File: config.mk
export PLATFORM = sky130hd
export DESIGN_NAME = riscv_if_prefetch
export DESIGN_NICKNAME = d
export VERILOG_FILES = /design/src/rtl/riscv_if_prefetch.sv
export SDC_FILE = /design/constraint.sdc
export NUM_CORES = 1
export LEC_CHECK = 0
export BUFFER_PORTS_ARGS = -buffer_cell sky130_fd_sc_hd__buf_4
export CELL_PAD_IN_SITES_DETAIL_PLACEMENT = 0
export CELL_PAD_IN_SITES_GLOBAL_PLACEMENT = 1
export CORE_UTILIZATION = 45
export CTS_CLUSTER_SIZE = 28
export DETAILED_ROUTE_END_ITERATION = 8
export PLACE_DENSITY_LB_ADDON = 0.1
export SYNTH_ARGS = -nofsm -noshare
export SYNTH_HDL_FRONTEND = slang
export SYNTH_SLANG_ARGS = --single-unit
File: constraint.sdc
create_clock -name clk -period 3.25 [get_ports clk]
set_input_delay 0.325 -clock clk [delete_from_list [all_inputs] [get_ports clk]]
set_output_delay 0.325 -clock clk [all_outputs]
set_load 0.1 [all_outputs]
File: src/rtl/riscv_if_prefetch.sv
// riscv_if_prefetch: instruction-fetch stage with a DEPTH-entry prefetch queue.
// Issues word fetches ahead of decode, buffers {pc, instr} pairs and hands them
// to ID over a valid/ready handshake. EX/ID redirects flush everything.
// Optional feature macro: IF_MISALIGN_EXC_EN. When defined, a redirect target
// with non-zero low bits is presented as a single exception entry (o_exc=1)
// and fetching halts until the next redirect. When undefined, the low bits are
// cleared and o_exc is tied to 0.
module riscv_if_prefetch #(
    parameter int DEPTH      = 4,
    parameter int XLEN       = 32,
    parameter int BOOT_ALIGN = 2
) (
    input  logic            clk,
    input  logic            rst_n,
    input  logic [XLEN-1:0] i_boot_addr,
    input  logic            i_ex_jmp,
    input  logic [XLEN-1:0] i_ex_target,
    input  logic            i_id_jmp,
    input  logic [XLEN-1:0] i_id_target,
    output logic            o_rd_req,
    output logic [XLEN-1:0] o_rd_addr,
    output logic [3:0]      o_rd_be,
    input  logic            i_rd_gnt,
    input  logic [XLEN-1:0] i_rd_data,
    output logic            o_wr_req,
    output logic [XLEN-1:0] o_wr_addr,
    output logic [XLEN-1:0] o_wr_data,
    output logic [3:0]      o_wr_be,
    output logic            o_valid,
    input  logic            i_ready,
    output logic [XLEN-1:0] o_pc,
    output logic [XLEN-1:0] o_instr,
    output logic            o_exc
);
    localparam int AW = $clog2(DEPTH);
    localparam int CW = AW + 1;
    localparam logic [XLEN-1:0] ALIGN_MASK = ~((XLEN'(1) << BOOT_ALIGN) - XLEN'(1));

    logic [XLEN-1:0] fetch_pc_q, fetch_pc_d;
    logic            pending_q, pending_d;
    logic            drop_q, drop_d;
    logic [CW-1:0]   count_q, count_d;
    logic [AW-1:0]   wptr_q, wptr_d;
    logic [AW-1:0]   rptr_q, rptr_d;
    logic [XLEN-1:0] rsp_pc_q;
    logic [XLEN-1:0] pc_mem    [DEPTH];
    logic [XLEN-1:0] instr_mem [DEPTH];

    logic            redirect;
    logic [XLEN-1:0] target;
    logic [CW-1:0]   in_flight;
    logic            head_vld;
    logic            grant;
    logic            push;
    logic            pop;
    logic            exc_active;
    logic            stop_fetch;

    assign redirect  = i_ex_jmp | i_id_jmp;
    assign target    = i_ex_jmp ? i_ex_target : i_id_target;
    assign in_flight = count_q + CW'(pending_q);
    assign head_vld  = (count_q != '0);

    // drop_q covers the first cycle after reset: no request, and any response
    // belonging to a grant issued before reset is ignored.
    assign o_rd_req  = ~drop_q & ~stop_fetch & ~redirect & (in_flight < CW'(DEPTH));
    assign o_rd_addr = fetch_pc_q;
    assign grant     = o_rd_req & i_rd_gnt;
    assign push      = pending_q & ~drop_q & ~redirect;
    assign pop       = head_vld & i_ready;

    assign o_rd_be   = 4'hf;
    assign o_wr_req  = 1'b0;
    assign o_wr_addr = '0;
    assign o_wr_data = '0;
    assign o_wr_be   = 4'h0;

`ifdef IF_MISALIGN_EXC_EN
    logic            exc_q, exc_d;
    logic            halt_q, halt_d;
    logic [XLEN-1:0] exc_pc_q;
    logic            misalign;

    assign misalign   = (target[1:0] != 2'b00);
    assign exc_active = exc_q;
    assign stop_fetch = halt_q;

    // Exception entry lives until ID takes it; the halt lasts until the next redirect.
    always_comb begin
        exc_d  = exc_q;
        halt_d = halt_q;
        if (redirect) begin
            exc_d  = misalign;
            halt_d = misalign;
        end else if (exc_q && i_ready) begin
            exc_d = 1'b0;
        end
    end

    // Exception state registers.
    always_ff @(posedge clk or negedge rst_n) begin
        if (!rst_n) begin
            exc_q  <= 1'b0;
            halt_q <= 1'b0;
        end else begin
            exc_q  <= exc_d;
            halt_q <= halt_d;
        end
    end

    // Raw (unaligned) redirect target reported with the exception entry.
    always_ff @(posedge clk) begin
        if (redirect) exc_pc_q <= target;
    end

    assign o_exc = exc_q;
`else
    assign exc_active = 1'b0;
    assign stop_fetch = 1'b0;
    assign o_exc      = 1'b0;
`endif

    assign o_valid = head_vld | exc_active;
`ifdef IF_MISALIGN_EXC_EN
    assign o_pc    = exc_active ? exc_pc_q : (head_vld ? pc_mem[rptr_q] : '0);
`else
    assign o_pc    = head_vld ? pc_mem[rptr_q] : '0;
`endif
    assign o_instr = (head_vld && !exc_active) ? instr_mem[rptr_q] : '0;

    // Next-state for fetch pointer, outstanding flag and queue bookkeeping;
    // a redirect overrides any push/pop in the same cycle.
    always_comb begin
        fetch_pc_d = fetch_pc_q;
        pending_d  = grant;
        drop_d     = 1'b0;
        count_d    = count_q;
        wptr_d     = wptr_q;
        rptr_d     = rptr_q;
        if (redirect) begin
            fetch_pc_d = target & ALIGN_MASK;
            count_d    = '0;
            wptr_d     = '0;
            rptr_d     = '0;
        end else begin
            if (drop_q) begin
                fetch_pc_d = i_boot_addr & ALIGN_MASK;
            end else if (grant) begin
                fetch_pc_d = fetch_pc_q + XLEN'(4);
            end
            if (push) wptr_d = wptr_q + AW'(1);
            if (pop)  rptr_d = rptr_q + AW'(1);
            count_d = count_q + CW'(push) - CW'(pop);
        end
    end

    // Control state registers.
    always_ff @(posedge clk or negedge rst_n) begin
        if (!rst_n) begin
            fetch_pc_q <= '0;
            pending_q  <= 1'b0;
            drop_q     <= 1'b1;
            count_q    <= '0;
            wptr_q     <= '0;
            rptr_q     <= '0;
        end else begin
            fetch_pc_q <= fetch_pc_d;
            pending_q  <= pending_d;
            drop_q     <= drop_d;
            count_q    <= count_d;
            wptr_q     <= wptr_d;
            rptr_q     <= rptr_d;
        end
    end

    // Queue storage and pc of the in-flight request; no reset needed on data.
    always_ff @(posedge clk) begin
        if (grant) rsp_pc_q <= fetch_pc_q;
        if (push) begin
            pc_mem[wptr_q]    <= rsp_pc_q;
            instr_mem[wptr_q] <= i_rd_data;
        end
    end

endmodule

* Word level (Yosys, flattened, before mapping) *
Memory sizes are Yosys's and may differ from the RTL's.
Index checks and enable logic that the tools add are counted.

operators by class
  $add $sub $neg = 6
  multiply operators = 0
  divide/modulo/power cells = 0
  magnitude comparators = 1
  equal/unequal tests = 0
  shift operators = 0
  multiplexer cells = 13
  bitwise logic cells = 9
  reduce and logical (&&, ||, !) cells = 4

operators with widths
  operator                 count
  $mux W32                 6
  $add A32 B3 Y32 const B  1
  $mux W2                  4
  $add A3 B1 Y3            2
  $and A1 B1 Y1            6
  $reduce_bool A3 Y1       2
  $add A2 B1 Y2 const B    2
  $reduce_bool A2 Y1       2
  $lt A3 B3 Y1 const B     1
  $mux W3                  1
  $sub A3 B1 Y3            1
  $mux W1                  2
  $not A1 Y1               2
  $or A1 B1 Y1             1

storage, ports and cells
  register bits after elaboration = 73
  latch bits = 0
  RAM bits = 256
  ROM bits = 0
  input port bits = 134
  word-level logic and storage cells = 42
  memories kept = 2

memories
  memory     depth  bits a word  read ports  clocked after memory_dff  wr ports  line  text
  instr_mem  4      32           1           0                         1         47    logic [XLEN-1:0] instr_mem [DEPTH];
  pc_mem     4      32           1           0                         1         46    logic [XLEN-1:0] pc_mem [DEPTH];

* Longest topological paths before layout *
Gate-level depths: netlist (run 1).

  depth after elaboration = 8
  gate-level depth with buffers = 14
  mapped depth without buffers = 11

* Worst setup path after synthesis (run 1) *
OpenSTA, ideal clock, no wires.

  kind = input-to-reg
  start point = input port i_id_jmp
  end point = memory instr_mem[0][0], enable pin
  arrival = 2.702 ns
  data required time = 2.823 ns
  setup slack = 0.121 ns
  cell stages on the path = 6
  buffers on the path = 3
  cell sequence = buf_2 or2_1 clkbuf_1 nor2_1 buf_2 and3_1

between the ends
  word-level cells in the longest chain between the ends = 5

RTL lines
  what                           line  text
  start, declared                18    input logic i_id_jmp,
  $or A1 B1 Y1                   59    assign redirect = i_ex_jmp | i_id_jmp;
  $not A1 Y1                     69    assign push = pending_q & ~drop_q & ~redirect;
  $and A1 B1 Y1                  69
  $mux W1                        179   if (push) begin
  $mux W1 (not written as such)  181   instr_mem[wptr_q] <= i_rd_data;
  end, declared                  47

No other way between the ends.

* Final worst setup path (run 1) *
  start point = register rptr_q[1]
  end point = output port o_instr[30]

between the ends
  word-level cells in the longest chain between the ends = 2

RTL lines
  what                    line  text
  start, declared         44    logic [AW-1:0] rptr_q, rptr_d;
  start signal, assigned  172   rptr_q <= rptr_d;
  $mem_v2 Z4 W32          -
  $mux W32                129   assign o_instr = (head_vld && !exc_active) ? instr_mem[rptr_q] : '0;
  end, declared           32    output logic [XLEN-1:0] o_instr,

No other way between the ends.

==> impl_metrics.csv, run 1 <==
group,metric,value,unit
status,status,"completed",
hold_path,min_to,"o_rd_addr[18]",
synth,yosysUniqueCellTypes,69,
route,route.detailed.wl_per_inst,20.8,um
route,ant_nets,0,
timing,period_minus_slack,2.74,ns
clock_network,root_buffer,"clkbuf_16",
timing,worst_pin_slew,0.773,ns
clock_network,cts_tree,"done",
floorplan,die_w,178,um
floorplan,die_h,178,um
synth,syn_area,14000,um^2
layout,n_antenna_cell,0,
global_routing,antenna_found_initial,0,
route,viasPerCell,5.21,
route,wirelength,32600,um
synth,syn_area_per_cell,16.0,um^2
synth,synth_ff_type,"edfxtp_1",
layout,area_delta_synth_final,24.3,%
placed_design,dpl.cell_count,1467,
placed_design,dp_hpwl,21700,um
hold_path,min_path_cells,3,
layout,postLayoutCoreUtil,0.567,
synth,ys_seq_area_frac,0.668,
synth,synthArstFlopShare,0.123,
clock_network,cts_buffer_depth,3,
hold_path,hp-class,"primary input to flop",
timing,finalSetupTns,0,ns
timing,finalCritPeriodShare,0.845,
route,drtPass1Iterations,7,
global_routing,grt_max_degree,64,
timing,relSlewSlack,0.483,
synth,ys_seq_elements,317,
placed_design,post_dp_cell_area,15900,um^2
layout,drive_gt1_frac,0.331,
timing,finalSetupViolations,0,
timing,clock-skew-final,0.0256,ns
floorplan,start_util,0.456,
critical_path,critical_path_class,"flop to output port",
power,powerDensity,559,nW/um^2
floorplan,dieArea,31700,um^2
floorplan,core,30600,um^2
timing,rsz0062_at_grt,"no",
layout,n_fill_cell,2517,
placed_design,gp_congestion,0.754,
critical_path,rr_worst_depth,10,
clock_network,cts_made_buffers,31,
layout,final_area,17400,um^2
clock_network,cts_resized,0,
clock_network,h-tree-depth,1,
run,cap_viol_max_count,0,
critical_path,critPathCaptureType,"output port",
clock_network,cts.clk_slew.worst_paths,0.06,ns
timing,clock.fmax,364,MHz
clock_network,clkSinkCount,317,
critical_path,cp_max_fo,34,
global_routing,track_usage,0.208,
hold_path,min_from,"i_id_target[18]",
layout,finalNonFillerCells,1562,
critical_path,crit_required,2.92,ns
synth,ys.warnings.count,0,
timing,drv_slew,0,
critical_path,timing.reg2reg.setup_slack,0.74,ns
global_routing,grt-ovfl-total,0,
synth,synth-edff-count,278,
timing,finalHoldViolCount,0,
clock_network,clkLatencyLatePin,0.56,ns
route,drt_iter0_markers,459,
critical_path,r2r_start,"count_q[1]",
layout,nNetsFinal,1283,
route,drc,0,
power,p_leak,6.43,nW
floorplan,num_io_pins,306,
route,vias,8142,
critical_path,r2r-end,"count_q[2]",
power,power,9.71,mW
power,ir_drop,0.411,mV
synth,synthCells,871,
placed_design,io_buffers,221,
critical_path,startpoint_type,"flop",
global_routing,grt_pass1_wl,49100,um
global_routing,grt_pass1_vias,8213,
floorplan,fp-row-count,64,
critical_path,arrival,2.42,ns
==> through the flow <==
step	hold WS, ns	setup WS (ns)
5_1_grt	0.0289	0.370
3_5_place_dp	0.370	0.756
6_report	0.0272	0.505
3_3_place_gp	0.372	0.769
2_1_floorplan	0.0294	0.121
4_1_cts	0.00473	0.433
==> area by class of cell <==
cell class	instances	area [um^2]	share of cell area
clock buffer	38	822	0.0474
clock inverter	20	287	0.0165
inverter	13	48.8	0.00281
multi-input combinational	494	4060	0.234
sequential	317	9330	0.538
tap	396	495	0.0285
timing repair buffer	284	2310	0.133
==> registers in the layout (all words and copies together) (netlist names) <==
name and flops:
instr_mem 128, pc_mem 120, o_rd_addr 30, rsp_pc_q 30, count_q 3, rptr_q 2
wptr_q 2, drop_q 1, pending_q 1
==> Yosys cell counts (all sizes together), types with 6 or more instances <==
| cell | instances | area share |
|---|---|---|
| o21ai | 27 | 0.0097 |
| nand3 | 17 | 0.0061 |
| clkbuf | 25 | 0.0096 |
| nand2 | 36 | 0.0099 |
| ha | 7 | 0.0063 |
| and3 | 11 | 0.0051 |
| o221ai | 7 | 0.0044 |
| edfxtp | 278 | 0.60 |
| and2 | 68 | 0.030 |
| a21oi | 27 | 0.0097 |
| mux4 | 62 | 0.10 |
| o22ai | 6 | 0.0027 |
| nor2 | 27 | 0.0078 |
| nand4 | 19 | 0.012 |
| xnor2 | 6 | 0.0038 |
| inv | 13 | 0.0035 |
| xor2 | 10 | 0.0063 |
| buf | 99 | 0.051 |
| dfrtp | 38 | 0.068 |
| mux2i | 7 | 0.0059 |
==> where the power goes <==
group | internal, mW | switching (mW)
sequential | 4.48 | 0.117
combinational | 0.290 | 0.985
clock | 2.35 | 1.49
==> critical path: stages (launching register included) <==
cell and delay, ns:
dfrtp_4 0.82, buf_4 0.29, mux4_2 0.30, and2_1 0.20
buf_4 0.24
==> cells in the final DEF (no fill, tap or decap), types with 13 or more instances in the layout <==
master,instances
and2_1,68
dfrtp_1,36
o21ai_0,23
nor2_1,25
inv_1,13
dlygate4sd3_1,37
a21oi_1,27
nand2_1,35
nand4_1,16
nand3_1,17
edfxtp_1,278
buf_4,240
conb_1,79
clkbuf_16,31
mux4_2,62
==> routing by layer <==
metal  share of wire  vias to the layer above  global-route usage  routed length [um]
met4           0.018                        0              0.0456                 570
li1                -                     3767                   -                   -
met1            0.43                     4044               0.280               14100
met3           0.060                       40              0.0358                1940
met5               0                        -                   0                   0
met2            0.49                      291               0.355               16000
==> how the worst max path moves through the flow <==
stage               start              end  depth (start not counted)  slack (ns)
2_1_floorplan    i_id_jmp  instr_mem[0][0]                          6        0.12
3_3_place_gp   count_q[1]       count_q[2]                         10        0.77
3_5_place_dp   count_q[1]       count_q[2]                         10        0.76
4_1_cts         rptr_q[0]          o_pc[8]                          4        0.43
5_1_grt         rptr_q[0]          o_pc[8]                          4        0.37
6_report        rptr_q[1]      o_instr[30]                          4        0.51
==> kinds of logic (layout without fill, tap and decap cells) <==
group           after synthesis  count (layout)  synth area share
simple gates                202             202            0.0840
compound gates              118             118            0.0580
fa+ha+maj                     8               8           0.00771
other cells                   2              79          0.000538
flops                       317             317             0.668
xor+xnor                     16              16            0.0100
buf+inv                     137             355            0.0640
mux                          71              71             0.108
==> timing repair <==
item	CTS	global route
hold buffers	37	0
hold endpoints to repair	170	0
buffers inserted	0	0
(Power assumes the default switching activity.)
==> run 2, diff against run 1 <==
==> constraint.sdc (replaced) <==
create_clock -name clk -period 2.6 [get_ports clk]
set_input_delay 0.26 -clock clk [delete_from_list [all_inputs] [get_ports clk]]
set_output_delay 0.26 -clock clk [all_outputs]
set_load 0.1 [all_outputs]
==> impl_metrics.csv, run 2 (same netlist as run 1, synthesis figures left out) <==
group,metric,value,unit
status,status,"finished with violations",
status,violations,"DRC",
placed_design,dp_hpwl,21900,um
critical_path,timing.reg2reg.setup_slack,0.14,ns
floorplan,dieArea,31700,um^2
clock_network,cts_tree,"done",
route,viasPerCell,5.25,
clock_network,clkLatencyLatePin,0.50,ns
route,drt_iter0_markers,415,
clock_network,clkSinkCount,317,
route,wirelength,32500,um
floorplan,start_util,0.456,
layout,largest_reg_flops,128,
run,cap_viol_max_count,0,
timing,finalCritPeriodShare,0.948,
layout,drive_gt1_frac,0.344,
global_routing,grt_pass1_vias,8427,
route,vias,8324,
layout,nNetsFinal,1308,
timing,rsz0062_at_grt,"no",
timing,finalSetupViolations,0,
critical_path,critPathCaptureType,"output port",
clock_network,cts.clk_slew.worst_paths,0.06,ns
critical_path,crit_top_cell,"buf_4",
layout,final_common_cell,"edfxtp_1",
hold_path,hp-class,"primary input to flop",
floorplan,die_w,178,um
critical_path,startpoint_type,"flop",
critical_path,cp_max_fo,23,
hold_path,min_path_cells,3,
placed_design,gp_congestion,0.777,
timing,relSlewSlack,0.557,
layout,largest-register,"instr_mem",
floorplan,core,30600,um^2
placed_design,dpl.cell_count,1486,
hold_path,min_from,"i_id_target[13]",
global_routing,grt_pass1_wl,48900,um
clock_network,cts_buffer_depth,3,
floorplan,num_io_pins,306,
timing,clock-skew-final,0.0115,ns
critical_path,rr_worst_depth,10,
timing,drv_slew,0,
global_routing,antenna_found_initial,0,
clock_network,cts_made_buffers,34,
critical_path,arrival,2.21,ns
placed_design,io_buffers,221,
power,powerDensity,697,nW/um^2
layout,top_regs,"instr_mem x128, pc_mem x120",
route,drtPass1Iterations,9,
critical_path,crit_path_cell_trace,"buf_4 > mux4_2 > and2_1 > buf_4",
timing,clock.fmax,406,MHz
layout,n_antenna_cell,0,
timing,finalSetupTns,0,ns
critical_path,cpMaxStageDelayCell,"dfrtp_4",
critical_path,r2r_start,"count_q[1]",
power,p_leak,6.57,nW
route,drc,1,
route,ant_nets,0,
hold_path,min_to,"o_rd_addr[13]",
placed_design,post_dp_cell_area,16100,um^2
clock_network,h-tree-depth,2,
route,route.detailed.wl_per_inst,20.5,um
global_routing,track_usage,0.208,
critical_path,critical_path_class,"flop to output port",
layout,n_fill_cell,2453,
power,ir_drop,0.450,mV
layout,area_delta_synth_final,26.1,%
critical_path,r2r-end,"count_q[2]",
layout,finalNonFillerCells,1587,
global_routing,grt-ovfl-total,0,
layout,final_area,17600,um^2
timing,finalHoldViolCount,0,
floorplan,fp-row-count,64,
critical_path,crit_required,2.34,ns
layout,final_cell_mix,"edfxtp_1 (278), buf_4 (258), conb_1 (79), and2_1 (68), mux4_2 (62)",
clock_network,root_buffer,"clkbuf_16",
timing,worst_pin_slew,0.663,ns
layout,postLayoutCoreUtil,0.575,
floorplan,die_h,178,um
timing,period_minus_slack,2.47,ns
global_routing,grt_max_degree,64,
critical_path,max_stage_delay,0.69,ns
run 2: area by class of cell:
type,instances,area (um^2),share of cell area
Clock buffer,42,912,0.0518
Inverter,13,48.8,0.00277
Timing Repair Buffer,306,2520,0.143
Clock inverter,19,230,0.0131
Tap cell,396,495,0.0282
Sequential cell,317,9340,0.530
Multi-Input combinational cell,494,4060,0.231
run 2: worst max path at each step:
stage | from | to | slack (ns) | depth (start not counted)
6_report | rptr_q[1] | o_pc[16] | 0.13 | 4
5_1_grt | count_q[1] | count_q[2] | 0.002 | 10
4_1_cts | count_q[1] | o_pc[9] | 0.01 | 4
3_5_place_dp | count_q[1] | count_q[2] | 0.14 | 10
3_3_place_gp | count_q[1] | count_q[2] | 0.13 | 10
2_1_floorplan | o_rd_addr[4] | o_rd_addr[26] | 0.03 | 6
run 2: metal layers:
metal	vias to the layer above	GRT usage	routed length [um]
li1	3808	-	-
met1	4153	0.270	13700
met2	319	0.363	16300
met3	44	0.0375	1870
met4	0	0.0499	587
met5	-	0	0
run 2: metrics by stage:
| step | power, mW | setup slack (ns) | hold WS, ns |
|---|---|---|---|
| floorplan | 7.06 | 0.0301 | -0.0356 |
| global placement | 7.42 | 0.135 | 0.285 |
| detailed placement | 7.43 | 0.137 | 0.289 |
| CTS | 12.4 | 0.0112 | 0.00242 |
| global route | 12.7 | 0.00239 | 0.0233 |
| finish | 12.3 | 0.135 | 0.0268 |
run 2: worst max-delay path, delay by kind of cell, from the launching register on:
| family | cells | cell delay [ns] |
|---|---|---|
| buffers and inverters | 2 | 0.51 |
| DFF | 1 | 0.69 |
| muxes | 1 | 0.30 |
| and+or+nand+nor | 1 | 0.20 |
run 2: repair_timing:
item                                    in CTS  in global routing
cloned                                       0                  0
endpoints found under the setup margin      43                 37
hold buffers                                37                  0
setup buffers                                3                  0
resized for setup                            0                  1
hold endpoints to repair                   170                  0
run 2: report_power, final:
group | switching (mW) | total [mW] | internal [mW]
combinational | 1.25 | 1.63 | 0.379
clock | 1.90 | 4.91 | 3.01
sequential | 0.133 | 5.73 | 5.60
==> run 3, diff against run 2 <==
==> constraint.sdc (replaced) <==
create_clock -name clk -period 2.6 [get_ports clk]
set_input_delay 0.78 -clock clk [delete_from_list [all_inputs] [get_ports clk]]
set_output_delay 0.78 -clock clk [all_outputs]
set_load 0.1 [all_outputs]
==> impl_metrics.csv, run 3 (same netlist as run 1, synthesis figures left out) <==
group,metric,value,unit
status,status,"finished with violations",
status,violations,"setup timing",
timing,rsz0062_at_grt,"yes",
layout,n_antenna_cell,0,
critical_path,critical_path_class,"flop to output port",
route,vias,8250,
timing,finalSetupViolations,62,
clock_network,cts_tree,"done",
timing,drv_slew,0,
timing,finalHoldViolCount,0,
layout,drive_gt1_frac,0.428,
power,p_leak,6.85,nW
timing,clock-skew-final,0.00904,ns
critical_path,critPathCaptureType,"output port",
route,route.detailed.wl_per_inst,21.4,um
clock_network,cts_made_buffers,34,
layout,final_cell_mix,"edfxtp_1 (278), buf_4 (194), buf_12 (89), conb_1 (79)",
critical_path,max_stage_delay,0.51,ns
route,drtPass1Iterations,7,
layout,final_common_cell,"edfxtp_1",
timing,hold_slack,0.254,ns
clock_network,cts-hold-fix-buffers,0,
layout,seqCellArea,9340,um^2
layout,n_fill_cell,2363,
timing,clock.fmax,344,MHz
hold_path,hp-class,"primary input to async pin",
floorplan,die_w,178,um
clock_network,clkLatencyLatePin,0.50,ns
power,ir_drop,0.502,mV
layout,area_delta_synth_final,34.0,%
critical_path,path_buf_inv,3,
global_routing,grt_pass1_wl,50300,um
critical_path,cp_top_family,"multiplexers",
critical_path,cpMaxStageDelayCell,"mux4_2",
clock_network,cts.clk_slew.worst_paths,0.06,ns
global_routing,grt_pass1_vias,8432,
power,powerDensity,636,nW/um^2
clock_network,root_buffer,"clkbuf_16",
critical_path,startpoint_type,"flop",
floorplan,start_util,0.456,
global_routing,track_usage,0.214,
route,ant_nets,0,
timing,finalCritPeriodShare,1.12,
placed_design,io_buffers,221,
global_routing,grt-ovfl-total,0,
floorplan,dieArea,31700,um^2
clock_network,h-tree-depth,2,
layout,largest-register,"instr_mem",
floorplan,die_h,178,um
layout,largest_reg_flops,128,
route,drc,0,
timing,worst_pin_slew,0.673,ns
route,wirelength,33700,um
timing,setup_slack,-0.305,ns
global_routing,antenna_found_initial,0,
layout,top_regs,"instr_mem x128, pc_mem x120",
critical_path,crit_top_cell,"buf_12",
global_routing,grt_max_degree,46,
critical_path,cp_max_fo,6,
clock_network,cts_buffer_depth,3,
critical_path,crit_required,1.82,ns
run,cap_viol_max_count,0,
floorplan,core,30600,um^2
timing,period_minus_slack,2.90,ns
placed_design,gp_congestion,0.810,
timing,finalSetupTns,-15.46,ns
clock_network,clkSinkCount,317,
timing,relSlewSlack,0.551,
layout,nNetsFinal,1296,
floorplan,num_io_pins,306,
route,viasPerCell,5.24,
floorplan,fp-row-count,64,
critical_path,arrival,2.12,ns
critical_path,crit_path_cell_trace,"buf_12 > buf_12 > mux4_2 > and2_4 > buf_12",
route,drt_iter0_markers,451,
placed_design,dp_hpwl,22600,um
layout,multiInputGateArea,4280,um^2
run 3: changes by cell type in the layout (fill, tap and decap cells not counted), sizes merged:
cell	delta
dlygate4sd3	-37
buf	+21
clkbuf	+6
bufinv	-4
inv	-3
clkinvlp	+2
clkinv	+1
run 3: worst reg2reg max path, delay by kind of cell, from the launching register on:
kind                     cells  cell delay [ns]
flip-flops                   1             0.43
buffers and inverters        2             0.09
AND/OR/NAND/NOR              3             0.74
XOR/XNOR                     2             0.30
adder cells (fa/ha/maj)      3             0.70
run 3: final cells by class:
| class | count | share of cell area |
|---|---|---|
| repair buffers | 294 | 0.187 |
| flip-flops and latches | 317 | 0.499 |
| inverters | 13 | 0.00261 |
| well taps | 396 | 0.0265 |
| clock inverters | 15 | 0.00535 |
| multi-input cells | 494 | 0.229 |
| clock buffers | 44 | 0.0509 |
run 3: per-stage QoR:
stage,area [um^2],utilization,std cells,power [mW],worst slack (ns)
finish,18700,0.612,1573,11.9,-0.305
global route,18700,0.612,1573,12.3,-0.373
CTS,18500,0.606,1569,12.0,-0.389
detailed placement,16500,0.540,1502,7.46,-0.0556
global placement,16500,0.540,1502,7.45,-0.0340
floorplan,14400,-,948,7.07,-0.166
run 3: repair_timing:
action	4_1_cts	5_1_grt
cloned	3	5
pin swaps	2	43
buffers inserted	5	0
endpoints found under the setup margin	64	64
hold endpoints to repair	0	0
resized for setup	227	29
run 3: power breakdown:
| group | total (mW) | internal, mW | switching, mW |
|---|---|---|---|
| clock | 4.53 | 2.68 | 1.85 |
| sequential | 5.71 | 5.60 | 0.110 |
| combinational | 1.66 | 0.388 | 1.28 |
| total | 11.9 | 8.67 | 3.24 |
run 3: per-layer routing:
layer | share of wire | wire length [um] | vias to the layer above | global-route usage
met5 | 0 | 0 | - | 0
met4 | 0.016 | 523 | 0 | 0.0477
met3 | 0.054 | 1830 | 42 | 0.0360
met2 | 0.51 | 17100 | 294 | 0.363
met1 | 0.42 | 14200 | 4123 | 0.288
li1 | - | - | 3791 | -
run 3: final timing paths:
check | from | to | slack [ns] | cells past startpoint
max | rptr_q[0] | o_pc[4] | -0.30 | 5
min | rst_n | o_rd_addr[8] | 0.25 | 1
max reg2reg | count_q[0] | count_q[2] | 0.22 | 10
min reg2reg | rsp_pc_q[25] | pc_mem[2][25] | 0.50 | 0
max in group asynchronous | rst_n | rptr_q[1] | 1.91 | 1
min in group clk | i_rd_data[21] | instr_mem[1][21] | 0.48 | 1
